==> src/rtl/alarm_ringer_if.sv <==
// Signal bundle between the alarm/timebase side and the ringer: control strobes in,
// buzzer/status out. CNT_W must match the ringer's CNT_W.
interface alarm_ringer_if #(
    parameter int CNT_W = 9
);
    logic             tick_1hz;
    logic             alarm_hit;
    logic             enable;
    logic             snooze;
    logic             stop;
    logic             buzzer;
    logic             ringing;
    logic             snoozing;
    logic [2:0]       snoozes_used;
    logic [CNT_W-1:0] secs_left;
    logic             missed;

    modport master (
        output tick_1hz, alarm_hit, enable, snooze, stop,
        input  buzzer, ringing, snoozing, snoozes_used, secs_left, missed
    );

    modport slave (
        input  tick_1hz, alarm_hit, enable, snooze, stop,
        output buzzer, ringing, snoozing, snoozes_used, secs_left, missed
    );
endinterface

==> src/rtl/alarm_ringer.sv <==
// Alarm ringer: turns the rising edge of the alarm match level into a ring session with
// beeping tone, bounded snooze, stop, and auto-timeout that flags a missed alarm.
module alarm_ringer #(
    parameter int RING_SECS   = 60,
    parameter int SNOOZE_SECS = 300,
    parameter int MAX_SNOOZES = 3,
    parameter int TONE_HALF   = 25000,
    parameter int CNT_W       = 9
) (
    input  logic          clk,
    input  logic          reset,
    alarm_ringer_if.slave bus
);
    localparam int TW = (TONE_HALF > 1) ? $clog2(TONE_HALF) : 1;

    typedef enum logic [1:0] {IDLE, RING, SNOOZE} state_t;

    state_t          state;
    logic            hit_d;
    logic [TW-1:0]   tone_cnt;
    logic            tone;
    logic            beep_on;

    logic            trigger;
    logic            tone_wrap;
    logic            tone_next;
    logic            beep_next;

    assign trigger   = bus.alarm_hit & ~hit_d & bus.enable;
    assign tone_wrap = (tone_cnt == TW'(TONE_HALF - 1));
    assign tone_next = tone ^ tone_wrap;
    assign beep_next = beep_on ^ bus.tick_1hz;

    always_ff @(posedge clk) begin
        if (reset) begin
            state            <= IDLE;
            hit_d            <= 1'b0;
            tone_cnt         <= '0;
            tone             <= 1'b0;
            beep_on          <= 1'b0;
            bus.buzzer       <= 1'b0;
            bus.ringing      <= 1'b0;
            bus.snoozing     <= 1'b0;
            bus.snoozes_used <= 3'd0;
            bus.secs_left    <= '0;
            bus.missed       <= 1'b0;
        end else begin
            hit_d <= bus.alarm_hit;
            // Tone and buzzer are silent unless the stay-in-RING path below overrides them,
            // so every exit from RING reads buzzer=0 on the very next cycle.
            bus.buzzer <= 1'b0;
            tone_cnt   <= '0;
            tone       <= 1'b0;

            case (state)
                IDLE: begin
                    if (trigger) begin
                        state            <= RING;
                        bus.ringing      <= 1'b1;
                        bus.secs_left    <= CNT_W'(RING_SECS);
                        bus.snoozes_used <= 3'd0;
                        bus.missed       <= 1'b0;
                        beep_on          <= 1'b1;
                    end
                end

                RING: begin
                    if (!bus.enable || bus.stop) begin
                        state         <= IDLE;
                        bus.ringing   <= 1'b0;
                        bus.secs_left <= '0;
                        bus.missed    <= 1'b0;
                    end else if (bus.snooze && (bus.snoozes_used < 3'(MAX_SNOOZES))) begin
                        state            <= SNOOZE;
                        bus.ringing      <= 1'b0;
                        bus.snoozing     <= 1'b1;
                        bus.secs_left    <= CNT_W'(SNOOZE_SECS);
                        bus.snoozes_used <= bus.snoozes_used + 3'd1;
                    end else if (bus.tick_1hz && (bus.secs_left == CNT_W'(1))) begin
                        state         <= IDLE;
                        bus.ringing   <= 1'b0;
                        bus.secs_left <= '0;
                        bus.missed    <= 1'b1;
                    end else begin
                        tone_cnt   <= tone_wrap ? '0 : tone_cnt + 1'b1;
                        tone       <= tone_next;
                        beep_on    <= beep_next;
                        bus.buzzer <= beep_next & tone_next;
                        if (bus.tick_1hz) begin
                            bus.secs_left <= bus.secs_left - 1'b1;
                        end
                    end
                end

                SNOOZE: begin
                    if (!bus.enable || bus.stop) begin
                        state         <= IDLE;
                        bus.snoozing  <= 1'b0;
                        bus.secs_left <= '0;
                    end else if (bus.tick_1hz) begin
                        if (bus.secs_left == CNT_W'(1)) begin
                            state         <= RING;
                            bus.ringing   <= 1'b1;
                            bus.snoozing  <= 1'b0;
                            bus.secs_left <= CNT_W'(RING_SECS);
                            beep_on       <= 1'b1;
                        end else begin
                            bus.secs_left <= bus.secs_left - 1'b1;
                        end
                    end
                end

                default: begin
                    state         <= IDLE;
                    bus.ringing   <= 1'b0;
                    bus.snoozing  <= 1'b0;
                    bus.secs_left <= '0;
                end
            endcase
        end
    end
endmodule

==> src/flat_wrapper.sv <==
// flat-port wrapper written by rule: the top's interface ports become plain ports
module alarm_ringer_flat 
#(
    parameter int RING_SECS   = 60,
    parameter int SNOOZE_SECS = 300,
    parameter int MAX_SNOOZES = 3,
    parameter int TONE_HALF   = 25000,
    parameter int CNT_W       = 9
)
  (clk, reset, bus_tick_1hz, bus_alarm_hit, bus_enable, bus_snooze, bus_stop, bus_buzzer, bus_ringing, bus_snoozing, bus_snoozes_used, bus_secs_left, bus_missed);
  alarm_ringer_if #(.CNT_W(CNT_W)) bus_i ();
  input  logic clk;
  input  logic reset;
  input wire logic [$bits(bus_i.tick_1hz)-1:0] bus_tick_1hz;
  input wire logic [$bits(bus_i.alarm_hit)-1:0] bus_alarm_hit;
  input wire logic [$bits(bus_i.enable)-1:0] bus_enable;
  input wire logic [$bits(bus_i.snooze)-1:0] bus_snooze;
  input wire logic [$bits(bus_i.stop)-1:0] bus_stop;
  output wire logic [$bits(bus_i.buzzer)-1:0] bus_buzzer;
  output wire logic [$bits(bus_i.ringing)-1:0] bus_ringing;
  output wire logic [$bits(bus_i.snoozing)-1:0] bus_snoozing;
  output wire logic [$bits(bus_i.snoozes_used)-1:0] bus_snoozes_used;
  output wire logic [$bits(bus_i.secs_left)-1:0] bus_secs_left;
  output wire logic [$bits(bus_i.missed)-1:0] bus_missed;
  assign bus_i.tick_1hz = bus_tick_1hz;
  assign bus_i.alarm_hit = bus_alarm_hit;
  assign bus_i.enable = bus_enable;
  assign bus_i.snooze = bus_snooze;
  assign bus_i.stop = bus_stop;
  assign bus_buzzer = bus_i.buzzer;
  assign bus_ringing = bus_i.ringing;
  assign bus_snoozing = bus_i.snoozing;
  assign bus_snoozes_used = bus_i.snoozes_used;
  assign bus_secs_left = bus_i.secs_left;
  assign bus_missed = bus_i.missed;
  alarm_ringer #(.RING_SECS(RING_SECS), .SNOOZE_SECS(SNOOZE_SECS), .MAX_SNOOZES(MAX_SNOOZES), .TONE_HALF(TONE_HALF), .CNT_W(CNT_W)) u_core (.clk(clk), .reset(reset), .bus(bus_i));
endmodule
==> config.mk <==
export PLATFORM = sky130hd
export DESIGN_NAME = alarm_ringer_flat
export DESIGN_NICKNAME = d
export VERILOG_FILES = /design/src/rtl/alarm_ringer_if.sv /design/src/rtl/alarm_ringer.sv /design/src/flat_wrapper.sv
export SDC_FILE = /design/constraint.sdc
export NUM_CORES = 1
export LEC_CHECK = 0
export CELL_PAD_IN_SITES_DETAIL_PLACEMENT = 1
export CELL_PAD_IN_SITES_GLOBAL_PLACEMENT = 1
export CORE_ASPECT_RATIO = 0.75
export CORE_MARGIN = 8
export CORE_UTILIZATION = 44
export DETAILED_ROUTE_END_ITERATION = 6
export HOLD_SLACK_MARGIN = 0.15
export PLACE_DENSITY_LB_ADDON = 0.25
export REMOVE_ABC_BUFFERS = 1
export SLEW_MARGIN = 20
export SYNTH_ARGS = -nofsm -noshare
export SYNTH_HDL_FRONTEND = slang
export SYNTH_SLANG_ARGS = --single-unit
==> constraint.sdc <==
create_clock -name clk -period 2.66 [get_ports clk]
set_input_delay 0.532 -clock clk [delete_from_list [all_inputs] [get_ports clk]]
set_output_delay 0.532 -clock clk [all_outputs]
set_load 0.02 [all_outputs]
# --- Word-level counts from Yosys, hierarchy flattened ---
# Index checks and enable logic that the tools add are counted.
# Widths: inputs -> output; s select.
totals:
  word_cells: 101
  ram_bits: 0
  latchBits: 0
  output_inout_bits: 16
  input_bits: 7
  romBits: 0
  mem_count: 0
  regBits: 36
classes:
  bitwise: 8
  magnitude_cmp: 1
  shifts: 0
  reduce_logical: 16
  div: 0
  add_sub_neg: 3
  n_eq_ne: 18
  n_mux: 44
  mul: 0
op_table:
  columns: ["operator", "n"]
  rows:
  - ["$mux 9", 8]
  - ["$pmux 9 s3", 1]
  - ["$mux 1", 19]
  - ["$add 15x1->15 const B", 1]
  - ["$eq 15x15->1 const B", 1]
  - ["$mux 2", 7]
  - ["$reduce_and 4->1", 3]
  - ["$ne 2x2->1 const B", 5]
  - ["$reduce_and 5->1", 2]
  - ["$eq 9x1->1 const B", 1]
  - ["$mux 3", 3]
  - ["$pmux 1 s3", 3]
  - ["$sub 9x1->9 const B", 1]
  - ["$reduce_and 8->1", 1]
  - ["$ne 2x1->1 const B", 3]
  - ["$ne 3x1->1 const B", 2]
  - ["$ne 3x2->1 const B", 2]
  - ["$pmux 2 s3", 1]
  - ["$pmux 3 s2", 1]
  - ["$reduce_or 6->1", 1]
  - ["$ne 5x2->1 const B", 1]
  - ["$reduce_or 5->1", 1]
  - ["$ne 4x1->1 const B", 1]
  - ["$add 3x1->3 const B", 1]
  - ["14 further kinds", 20]

# --- Depth between registers and ports, before layout ---
depth:
  word_depth: 6
  depth_mapped: 8
  mapped_depth_nobuf: 7

# --- Worst setup path after synthesis ---
# Ideal clock, no wire load.
synth_path:
  path_kind: "reg2reg"
  from: "reg u_core.bus.secs_left[0]"
  to: "reg u_core.bus.secs_left[5]"
  setup_slack_ps: 728
  arrival_time_ps: 1810
  t_required_ps: 2538
  period_less_slack_ps: 1932
  path_stages_with_launch: 7
  setup_time_ps: 122
  path_buffers: 0
  path_cell_list: "dfxtp_1 > ha_1 > nor4b_1 > nand3_1 > a21oi_2 > o41ai_1 > a221o_1"
synth_between:
  elab_chain_cells: 6
  word_cells_on_any_way: 13
  classes_between: "add/sub: 1; eq/ne: 2; mux: 8; reduce/logical: 2"
synth_rtl:
  columns: ["item", "line_no", "source"]
  rows:
  - ["from (decl)", "alarm_ringer_if.sv:25", "output buzzer, ringing, snoozing, snoozes_used, secs_left, missed"]
  - ["from (signal assigned)", "alarm_ringer.sv:60", "bus.secs_left <= CNT_W'(RING_SECS);"]
  - ["from (signal assigned)", "alarm_ringer.sv:77", "bus.secs_left <= CNT_W'(SNOOZE_SECS);"]
  - ["from (signal assigned)", "alarm_ringer.sv:90", "bus.secs_left <= bus.secs_left - 1'b1;"]
  - ["$sub 9x1->9 / $eq 9x1->1 (equally long branches)", null, null]
  - ["$mux 9 / $logic_and 1x1->1 (equally long branches)", "alarm_ringer.sv:89, alarm_ringer.sv:79", null]
  - ["$mux 9", "alarm_ringer.sv:79", "end else if (bus.tick_1hz && (bus.secs_left == CNT_W'(1))) begin"]
  - ["$mux 9", "alarm_ringer.sv:73", "end else if (bus.snooze && (bus.snoozes_used < 3'(MAX_SNOOZES))) begin"]
  - ["$mux 9", "alarm_ringer.sv:68", "if (!bus.enable || bus.stop) begin"]
  - ["$pmux 9 s3", "alarm_ringer.sv:55", "case (state)"]
# Several ways; a longest one is shown, not always the timed one. The select of a mux whose other input is x is not followed.
# A chain may end at the register's enable or synchronous reset.

# --- Worst setup path in the final report ---
# Same ends and word-level chain as after synthesis.

==> flow_metrics.tcl <==
set metrics [dict create \
    status "finished, final reports clean" \
    finClkSkew_ns 0.00610 \
    grt_overflow 0 \
    rsz0062_at_grt "no" \
    p_leak_nw 0.772 \
    drv_cap 0 \
    maxSlewHeadroom_pct 59.3 \
    ys_ff_latch 36 \
    rows 21 \
    critical-path-max-stage-delay_ns 0.45 \
    synth_edf_count 0 \
    avgViaCountPerCell 5.70 \
    cts_inserted_buffers 5 \
    ys.flop_type "dfxtp_1" \
    grt_pass1_wl_mm 9.11 \
    crit_slowest_cell "dfxtp_1" \
    crit_arrival_ns 2.43 \
    synth_area_leader_cell "dfxtp_1" \
    netlist_area_um2 1940 \
    start_util_pct 44.7 \
    irDropWorstVdd_mv 0.338 \
    tritoncts "done" \
    syn2layout_area_growth_pct 20.7 \
    finalCritPeriodShare_pct 84.0 \
    drc 0 \
    cp-start-kind "flip-flop" \
    fin_area_um2 2340 \
    htree_num_levels 2 \
    synthDistinctLibCells 55 \
    drive_gt1_share_pct 10.0 \
    clkTransAtPathRegs_ns 0.08 \
    grt_util_all_layers_pct 16.6 \
    place.gp.congestion 0.820 \
    syn-instance-count 232 \
    p_int_w 0.000842 \
    combPwrFrac_pct 15.3 \
    synthTopCellsByCount "36 x dfxtp_1, 28 x nor2_1, 18 x nand2_1" \
    hpwl_mm 3.87 \
    max_freq_ghz 0.447 \
    vias 1808 \
    drv_slew 0 \
    cp_cell_sequence "ha_1 > nor4b_1 > buf_4 > nand3_1 > a21oi_2 > o41ai_1 > a221o_1" \
    dieArea_um2 6800 \
    grt_pass1_vias 1840 \
    postCtsHoldBufs 0 \
    firstDrtPassIters 4 \
    insertion_delay_ns 0.30 \
    hp-class "reg -> reg" \
    grt_max_degree 22 \
    p_sw_w 0.000346 \
    cp_top_family "compound AO/OA/AOI/OAI gates" \
    ys_warn_count 0 \
    drt_iter0_drc 145 \
    pin_count 23 \
    wirelength_mm 5.41 \
    post-synth-top-count-cell "dfxtp_1" \
    ant_nets 0 \
    layout_min_cycle_time_ns 2.24 \
    yosysTopAreaCellShare_pct 37.2 \
    post_cts_resize_count 0 \
    yosysSeqAreaShare_pct 37.2 \
    antenna_found_initial 0 \
    dpl_cell_area_um2 2240 \
    crit_fanout 7 \
    die_w_um 92.6 \
    switching_share_pct 29.1 \
    avgSynthCellArea_um2 8.35 \
    core_area_um2 4340 \
    wire_per_inst_um 17.1 \
    power_frac_seq_pct 48.4 \
    async_reset_ff_share_pct 0 \
    crit_path_end_kind "flip-flop" \
    power_density_nw_per_um2 508 \
    setup_viol 0 \
    die_h_um 73.5 \
    finalHoldViolCount 0 \
    cts_setup_buffers 0 \
    cts.path.max_buffers 2 \
    nets 270 \
    cp.required_ns 2.85 \
    fin_tns_setup_ns 0 \
    tightest_slew_ns 0.604 \
    crit_buf_inv 1 \
    cts_root_buffer "clkbuf_8" \
    port_buffers 22 \
    clockPowerShare_pct 36.3 \
    antenna_cells 0 \
    clkSinkCount 36 \
    ys_top_cells_by_area "dfxtp_1 37%, nor2_1 5.4%, xnor2_1 4.5%" \
    critPathKind "reg -> reg" \
]
==> worst register-to-register path, stage by stage, from the launching register on <==
cell and delay [ns]:
dfxtp_1 0.45, ha_1 0.20, nor4b_1 0.31, buf_4 0.20, nand3_1 0.15, a21oi_2 0.34
o41ai_1 0.13, a221o_1 0.36
==> power groups by stage <==
stage	clock [W]	combinational [W]	sequential [W]
floorplan	0	0.0000914	0.000598
global placement	0	0.000175	0.000586
detailed placement	0	0.000178	0.000587
CTS	0.000437	0.000181	0.000574
global route	0.000459	0.000197	0.000579
finish	0.000431	0.000182	0.000575
==> final timing paths <==
kind | startpoint | endpoint | slack [ns] | cells past startpoint
setup / recovery | u_core.bus.secs_left[0] | u_core.bus.secs_left[5] | 0.42 | 7
setup reg to reg | u_core.bus.secs_left[0] | u_core.bus.secs_left[5] | 0.42 | 7
hold reg to reg | u_core.tone_cnt[0] | u_core.tone_cnt[0] | 0.45 | 1
hold / removal | u_core.tone_cnt[0] | u_core.tone_cnt[0] | 0.45 | 1
==> kinds of logic (layout without fill, tap and decap cells) <==
| logic type | Yosys count | count (layout) | synth area share, % |
|---|---|---|---|
| simple gates | 103 | 103 | 27.6 |
| compound gates | 53 | 53 | 20.6 |
| flops | 36 | 36 | 37.2 |
| buf+inv | 20 | 48 | 4.65 |
| xor+xnor | 15 | 15 | 6.78 |
| fa+ha+maj | 4 | 4 | 2.58 |
| mux | 1 | 1 | 0.581 |
==> layout by cell type, fill, tap and decap left out, types with 4 or more instances in the layout <==
cell type / n
o21ai_0: 8
nor2_1: 28
a221o_1: 4
clkdlybuf4s50_1: 22
nor2b_1: 5
dfxtp_1: 36
buf_4: 9
clkbuf_8: 6
a21oi_1: 12
ha_1: 4
nand2_1: 18
or3_1: 5
a211oi_1: 4
xnor2_1: 10
nand2b_1: 4
inv_1: 9
nor4_1: 5
nand3_1: 9
nor3_1: 12
xor2_1: 5
==> layer usage <==
metal	vias to the layer above	part of all wire, %	global-route usage [%]
met2	33	42	24.6
met1	878	52	22.2
met4	0	1.3	5.69
met5	-	0	0
li1	888	-	-
met3	9	4.7	5.00
==> metrics by stage <==
| stage | utilization [%] | instances | setup slack (ns) | power [W] | hold slack, ns |
|---|---|---|---|---|---|
| 2_1_floorplan | - | 221 | 0.484 | 0.000690 | 0.418 |
| 3_3_place_gp | 51.7 | 309 | 0.296 | 0.000761 | 0.430 |
| 3_5_place_dp | 51.7 | 309 | 0.156 | 0.000765 | 0.437 |
| 4_1_cts | 53.9 | 317 | 0.470 | 0.00119 | 0.455 |
| 5_1_grt | 53.9 | 317 | 0.265 | 0.00123 | 0.486 |
| 6_report | 53.9 | 317 | 0.425 | 0.00119 | 0.449 |
==> sequential cells by signal, indices dropped and copies added, names as in the netlist <==
| name | flops |
|---|---|
| u_core.beep_on | 1 |
| u_core.bus.buzzer | 1 |
| u_core.bus.missed | 1 |
| u_core.bus.ringing | 1 |
| u_core.bus.secs_left | 9 |
| u_core.bus.snoozes_used | 3 |
| u_core.bus.snoozing | 1 |
| u_core.hit_d | 1 |
| u_core.state | 2 |
| u_core.tone | 1 |
| u_core.tone_cnt | 15 |
==> final cells by class <==
cell class,instances,area [um^2]
tap,57,71.3
timing repair buffer,31,288
clock buffer,6,82.6
sequential,36,721
fill,544,2000
inverter,9,33.8
clock inverter,2,15.0
multi-input combinational,176,1130
Note: power is estimated with default switching activity, not from simulation.
